[config.mk]
export PLATFORM = sky130hd
export DESIGN_NAME = wb_arbiter
export DESIGN_NICKNAME = d
export VERILOG_FILES = /design/src/rtl/wb_arbiter.sv
export SDC_FILE = /design/constraint.sdc
export NUM_CORES = 1
export LEC_CHECK = 0
export BUFFER_PORTS_ARGS = -buffer_cell sky130_fd_sc_hd__buf_4
export CORE_MARGIN = 5
export CORE_UTILIZATION = 30
export CTS_CLUSTER_SIZE = 12
export DETAILED_ROUTE_END_ITERATION = 8
export GPL_ROUTABILITY_DRIVEN = 0
export SYNTH_ARGS = -nofsm -noshare
export SYNTH_HDL_FRONTEND = slang
export SYNTH_SLANG_ARGS = --single-unit
[constraint.sdc]
create_clock -name clk -period 4.6 [get_ports clk]
set_input_delay 0 -clock clk [delete_from_list [all_inputs] [get_ports clk]]
set_output_delay 0 -clock clk [all_outputs]
set_load 0.03 [all_outputs]
[src/rtl/wb_arbiter.sv]
// -----------------------------------------------------------------------------
// wb_arbiter: writeback stage feeding the 16x32 register file.
//
// Merges single-cycle ALU results with in-order load responses onto the single
// register-file write port. Load responses are buffered in a small FIFO. The
// ALU has priority unless the FIFO head has lost arbitration STARVE_MAX times
// in a row. A write to r15 is turned into a PC redirect. Otherwise r15 gets
// the sequential (or held) PC. A per-register pending-load scoreboard (busy)
// lets decode detect RAW hazards on outstanding loads.
//
// Optional feature, enabled with macro WB_BYPASS_EN:
//   Adds a two-port write-to-read bypass for decode operand reads.
//   Without it, decode must stall one cycle after a write to a source register.
// -----------------------------------------------------------------------------
module wb_arbiter #(
    parameter int          FIFO_DEPTH = 4,   // power of 2, >= 2
    parameter int          STARVE_MAX = 3,
    parameter int unsigned PC_INC     = 4
) (
    input  logic        clk,
    input  logic        rst,            // asynchronous, active-low
    // ALU result
    input  logic        alu_valid,
    output logic        alu_ready,
    input  logic [3:0]  alu_addr,
    input  logic [31:0] alu_data,
    // load issue (scoreboard set)
    input  logic        ld_issue,
    input  logic [3:0]  ld_issue_addr,
    // load response
    input  logic        ld_valid,
    output logic        ld_ready,
    input  logic [3:0]  ld_addr,
    input  logic [31:0] ld_data,
    // program counter
    input  logic [31:0] pc_cur,
    input  logic        pc_stall,
    // register file write port
    output logic        wr_en,
    output logic [3:0]  wr_addr,
    output logic [31:0] wr_data,
    output logic [31:0] wr_pc,
    output logic        pc_redirect,
    output logic [15:0] busy
`ifdef WB_BYPASS_EN
    ,
    input  logic [3:0]  rf_rd_addr1,
    input  logic [3:0]  rf_rd_addr2,
    input  logic [31:0] rf_rd_data1,
    input  logic [31:0] rf_rd_data2,
    output logic [31:0] op_data1,
    output logic [31:0] op_data2
`endif
);

    localparam int PTR_W = $clog2(FIFO_DEPTH);
    localparam int CNT_W = PTR_W + 1;
    localparam int SW    = (STARVE_MAX < 1) ? 1 : $clog2(STARVE_MAX + 1);

    localparam logic [CNT_W-1:0] FULL_CNT   = CNT_W'(FIFO_DEPTH);
    localparam logic [SW-1:0]    STARVE_TOP = SW'(STARVE_MAX);
    localparam logic [31:0]      PC_STEP    = 32'(PC_INC);
    localparam logic [3:0]       PC_REG     = 4'd15;

    typedef struct packed {
        logic [3:0]  addr;
        logic [31:0] data;
    } wb_entry_t;

    // State
    wb_entry_t        mem_q [FIFO_DEPTH];
    logic [PTR_W-1:0] wr_ptr_q, wr_ptr_d;
    logic [PTR_W-1:0] rd_ptr_q, rd_ptr_d;
    logic [CNT_W-1:0] count_q,  count_d;
    logic [SW-1:0]    starve_q, starve_d;
    logic [15:0]      busy_q,   busy_d;

    // Arbitration signals
    logic      fifo_empty, fifo_full, starve_hit;
    logic      alu_go, alu_take, push, pop, wb_valid, is_pc;
    wb_entry_t head, sel;

    // Arbitration: ALU first, unless the FIFO head has starved long enough.
    always_comb begin
        fifo_empty = (count_q == '0);
        fifo_full  = (count_q == FULL_CNT);
        starve_hit = (starve_q == STARVE_TOP);
        alu_go     = !(starve_hit && !fifo_empty);
        alu_take   = alu_valid && alu_go;
        pop        = !alu_take && !fifo_empty;
        // Ready depends on the registered count only, so a full FIFO that
        // pops this cycle still refuses a push.
        push       = ld_valid && !fifo_full;
        head       = mem_q[rd_ptr_q];
        sel        = alu_take ? wb_entry_t'{addr: alu_addr, data: alu_data} : head;
        wb_valid   = alu_take || pop;
        is_pc      = (sel.addr == PC_REG);
    end

    // Writeback decode and PC generation; everything forced idle in reset.
    always_comb begin
        alu_ready   = rst && alu_go;
        ld_ready    = rst && !fifo_full;
        wr_en       = rst && wb_valid && !is_pc;
        pc_redirect = rst && wb_valid && is_pc;
        wr_addr     = sel.addr;
        wr_data     = sel.data;
        if (!rst)
            wr_pc = '0;
        else if (wb_valid && is_pc)
            wr_pc = sel.data;
        else if (pc_stall)
            wr_pc = pc_cur;
        else
            wr_pc = pc_cur + PC_STEP;
        busy = busy_q;
    end

    // Next-state for pointers, occupancy, starve counter and scoreboard.
    always_comb begin
        // NOTE: every variable gets a default first so no latch is inferred.
        wr_ptr_d = wr_ptr_q + PTR_W'(push);
        rd_ptr_d = rd_ptr_q + PTR_W'(pop);
        count_d  = count_q + CNT_W'(push) - CNT_W'(pop);
        starve_d = starve_q;
        busy_d   = busy_q;

        if (fifo_empty || pop)
            starve_d = '0;
        else if (!starve_hit)
            starve_d = starve_q + SW'(1);

        // Clear before set so an issue in the pop cycle keeps the bit.
        if (pop)
            busy_d[head.addr] = 1'b0;
        if (ld_issue)
            busy_d[ld_issue_addr] = 1'b1;
    end

    // Control state registers.
    always_ff @(posedge clk or negedge rst) begin
        // NOTE: sequential state uses non-blocking assignments only.
        if (!rst) begin
            wr_ptr_q <= '0;
            rd_ptr_q <= '0;
            count_q  <= '0;
            starve_q <= '0;
            busy_q   <= '0;
        end else begin
            wr_ptr_q <= wr_ptr_d;
            rd_ptr_q <= rd_ptr_d;
            count_q  <= count_d;
            starve_q <= starve_d;
            busy_q   <= busy_d;
        end
    end

    // FIFO storage.
    always_ff @(posedge clk) begin
        // NOTE: storage is not reset; the count qualifies every entry.
        if (push)
            mem_q[wr_ptr_q] <= wb_entry_t'{addr: ld_addr, data: ld_data};
    end

`ifdef WB_BYPASS_EN
    // Forward the write in flight to decode operand reads.
    always_comb begin
        op_data1 = (wr_en && wr_addr == rf_rd_addr1) ? wr_data : rf_rd_data1;
        op_data2 = (wr_en && wr_addr == rf_rd_addr2) ? wr_data : rf_rd_data2;
    end
`endif

endmodule

==> impl_metrics.json <==
{
  "status": "completed",
  "drc": 0,
  "grt_pass1_vias": 5687,
  "clockBufferDepth": 2,
  "grt_max_degree": 46,
  "cp-start-kind": "register",
  "ys_seq_area_share_pct": 63.32,
  "die_h_um": 171.4,
  "ant_nets": 0,
  "initial_core_util_pct": 30.26,
  "antenna_found_initial": 0,
  "netlist.area_leader.share_pct": 55.31,
  "fp.dieArea_mm2": 0.02939,
  "grt-ovfl-total": 0,
  "drive_gt1_share_pct": 43.62,
  "avgSynthCellArea_um2": 15.51,
  "htreeDepth": 4,
  "nets": 874,
  "ys_ff_latch": 169,
  "syn_inst": 504,
  "via_per_inst": 4.832,
  "clkLatencyLatePin_ns": 0.43,
  "arrival_ns": 3.53,
  "clk_pin_slew_ns": 0.07,
  "fin_tns_setup_ns": 0,
  "drt_wl_total_um": 21410,
  "hold_viol": 0,
  "rrSetupSlack_ns": 1.84,
  "yosys.cell_types.count": 48,
  "period_needed_ns": 3.528,
  "ys.warnings.count": 0,
  "synthToLayoutAreaGrowth_pct": 37.63,
  "synth_edf_count": 144,
  "cts.sinks": 169,
  "cp.required_ns": 4.60,
  "fin_crit_sh_pct": 76.70,
  "ios": 202,
  "cts-root-buf": "clkbuf_16",
  "powerDensity_mw_per_mm2": 568.4,
  "coreArea_mm2": 0.02584,
  "async_reset_ff_share_pct": 14.79,
  "path_class": "register to output port",
  "peakVddDrop_mv": 0.2996,
  "hp-class": "input port to asynchronous set/reset pin",
  "firstDrtPassIters": 5,
  "slew_headroom_pct": 30.44,
  "finalSetupViolCount": 0,
  "syn_area_mm2": 0.007817,
  "grt_pass1_wl_um": 32390,
  "finalPower_mw": 6.115,
  "synth_nets": 623,
  "synth_top_area_cell": "edfxtp_1",
  "tightest_slew_ns": 1.043,
  "num_rows": 59,
  "finalMaxSlewViolations": 0,
  "drtIter0Drc": 444,
  "wl_per_cell_um": 19.41,
  "p_leak_nw": 3.951,
  "cap_violations": 0,
  "rsz0062_at_grt": "false",
  "gr-usage-all-layers_pct": 14.59,
  "diodes": 0,
  "cts_tree": "yes",
  "vias": 5330,
  "synth-main-ff-cell": "edfxtp_1",
  "fmax_mhz": 283.4,
  "hpwl_um": 15280,
  "yosys-top-cells-area": "edfxtp_1, mux4_2, dfrtp_1, mux2_2, xor2_1",
  "crit_fanout": 45,
  "cts_buffers": 17,
  "cp-end-kind": "output port",
  "skew_ns": 0.008469,
  "io_buffer_count": 201,
  "die_width_um": 171.4,
  "postCtsSetupBuffers": 0
}
## cells by family after synthesis
kind of cell	count (synthesis)	share of synthesized area, %
buffers and inverters	27	1.776
flip-flops	169	63.32
multiplexers	73	15.69
AO/OA/AOI/OAI	78	6.466
AND/OR/NAND/NOR	117	7.938
XOR/XNOR	35	3.921
adder cells (fa/ha/maj)	5	0.8963
## power breakdown
| group | leakage (nW) | switching (mW) | internal (mW) | total, mW |
|---|---|---|---|---|
| clock | 0.286 | 0.665 | 0.727 | 1.39 |
| combinational | 2.05 | 1.40 | 1.04 | 2.44 |
| sequential | 1.62 | 0.218 | 2.06 | 2.28 |
| total | 3.95 | 2.28 | 3.83 | 6.12 |
## per-layer routing
| metal | vias to the layer above | part of all wire (%) | global-route usage (%) |
|---|---|---|---|
| li1 | 2495 | - | - |
| met1 | 2642 | 44 | 19.36 |
| met2 | 169 | 49 | 23.88 |
| met3 | 24 | 6.5 | 3.976 |
| met4 | 0 | 1.3 | 3.686 |
| met5 | - | 0 | 0 |
## path summary, 6_finish.rpt
path / from / endpoint / cells after the start
max reg2reg: rd_ptr_q[0]$_DFF_PN0_ / busy[1]$_DFF_PN0_ / 5
min: rst / count_q[2]$_DFF_PN0_ / 2
max in group asynchronous: rst / rd_ptr_q[0]$_DFF_PN0_ / 2
min in group clk: alu_valid / rd_ptr_q[0]$_DFF_PN0_ / 3
min reg2reg: starve_q[0]$_DFFE_PN0P_ / starve_q[0]$_DFFE_PN0P_ / 1
max: rd_ptr_q[0]$_DFF_PN0_ / wr_pc[15] / 7
## cells in the mapped netlist (3+ instances only)
library cell / instances
nand2_1: 21
buf_4: 3
mux4_2: 36
mux2_2: 36
xnor2_1: 12
nor2_1: 31
nand4_1: 7
and4_1: 4
a21oi_1: 9
a211oi_2: 7
nand2b_1: 6
nor3_1: 5
buf_2: 9
inv_1: 3
ha_1: 4
clkbuf_1: 8
o21ai_0: 39
a211oi_1: 15
nand3_1: 17
xor2_1: 23
edfxtp_1: 144
and3_1: 4
nand3b_1: 5
dfrtp_1: 25
## area by class of cell
class / instances / area, um2
repair buffers: 255 / 2042
multi-input cells: 308 / 2754
clock buffers: 17 / 425.4
flip-flops and latches: 169 / 4952
clock inverters: 15 / 151.4
inverters: 4 / 15.01
well taps: 335 / 419.2
fillers: 2436 / 15080
## through the flow
stage	utilization [%]	worst slack, ns	hold slack (ns)	instances	instance area, um2
final	41.64	1.072	0.08504	1103	10760
after global routing	41.64	0.7671	0.1171	1103	10760
after CTS	41.64	0.9606	0.08345	1103	10760
after detailed placement	37.63	1.438	-0.002384	1025	9722
after global placement	37.63	1.506	-0.001228	1025	9722
after floorplan	-	0.5221	-0.2956	504	7818
## critical path, stage by stage (launching register included)
cell      delay, ns
dfrtp_2        0.80
mux4_2         0.69
and3_1         0.25
a21oi_4        0.52
buf_12         0.30
nor2_1         0.07
a211oi_1       0.24
buf_4          0.21
## state kept, by name, summed over array words and instances, names as in the netlist
name      count
wr_ptr_q      2
busy         16
count_q       3
mem_q       144
rd_ptr_q      2
starve_q      2
## placed cells by master (no fill, tap or decap), types with 3 or more instances in the layout
| cell | synthesis | final |
|---|---|---|
| mux4_2 | 36 | 36 |
| ha_1 | 4 | 4 |
| clkbuf_16 | 0 | 17 |
| mux2_2 | 36 | 36 |
| a211oi_1 | 15 | 15 |
| and3_1 | 4 | 3 |
| and4_1 | 4 | 4 |
| xor2_1 | 23 | 23 |
| nand3_1 | 17 | 17 |
| nor2_1 | 31 | 30 |
| dlygate4sd3_1 | 0 | 46 |
| o21ai_0 | 39 | 39 |
| nand3b_1 | 5 | 5 |
| nand4_1 | 7 | 7 |
| a21oi_1 | 9 | 9 |
| a211oi_2 | 7 | 7 |
| dfrtp_1 | 25 | 23 |
| inv_8 | 0 | 5 |
| inv_6 | 0 | 6 |
| clkinv_4 | 0 | 3 |
| nor3_1 | 5 | 5 |
| edfxtp_1 | 144 | 144 |
| buf_4 | 3 | 208 |
| nand2_1 | 21 | 20 |
| nand2b_1 | 6 | 6 |
| xnor2_1 | 12 | 12 |
| inv_1 | 3 | 3 |
## repair_timing
item	in CTS	in global routing
hold buffers	46	0
endpoints found under the hold margin	185	0
resized for setup	0	0
No activity file was read; power rests on OpenSTA's default activity.
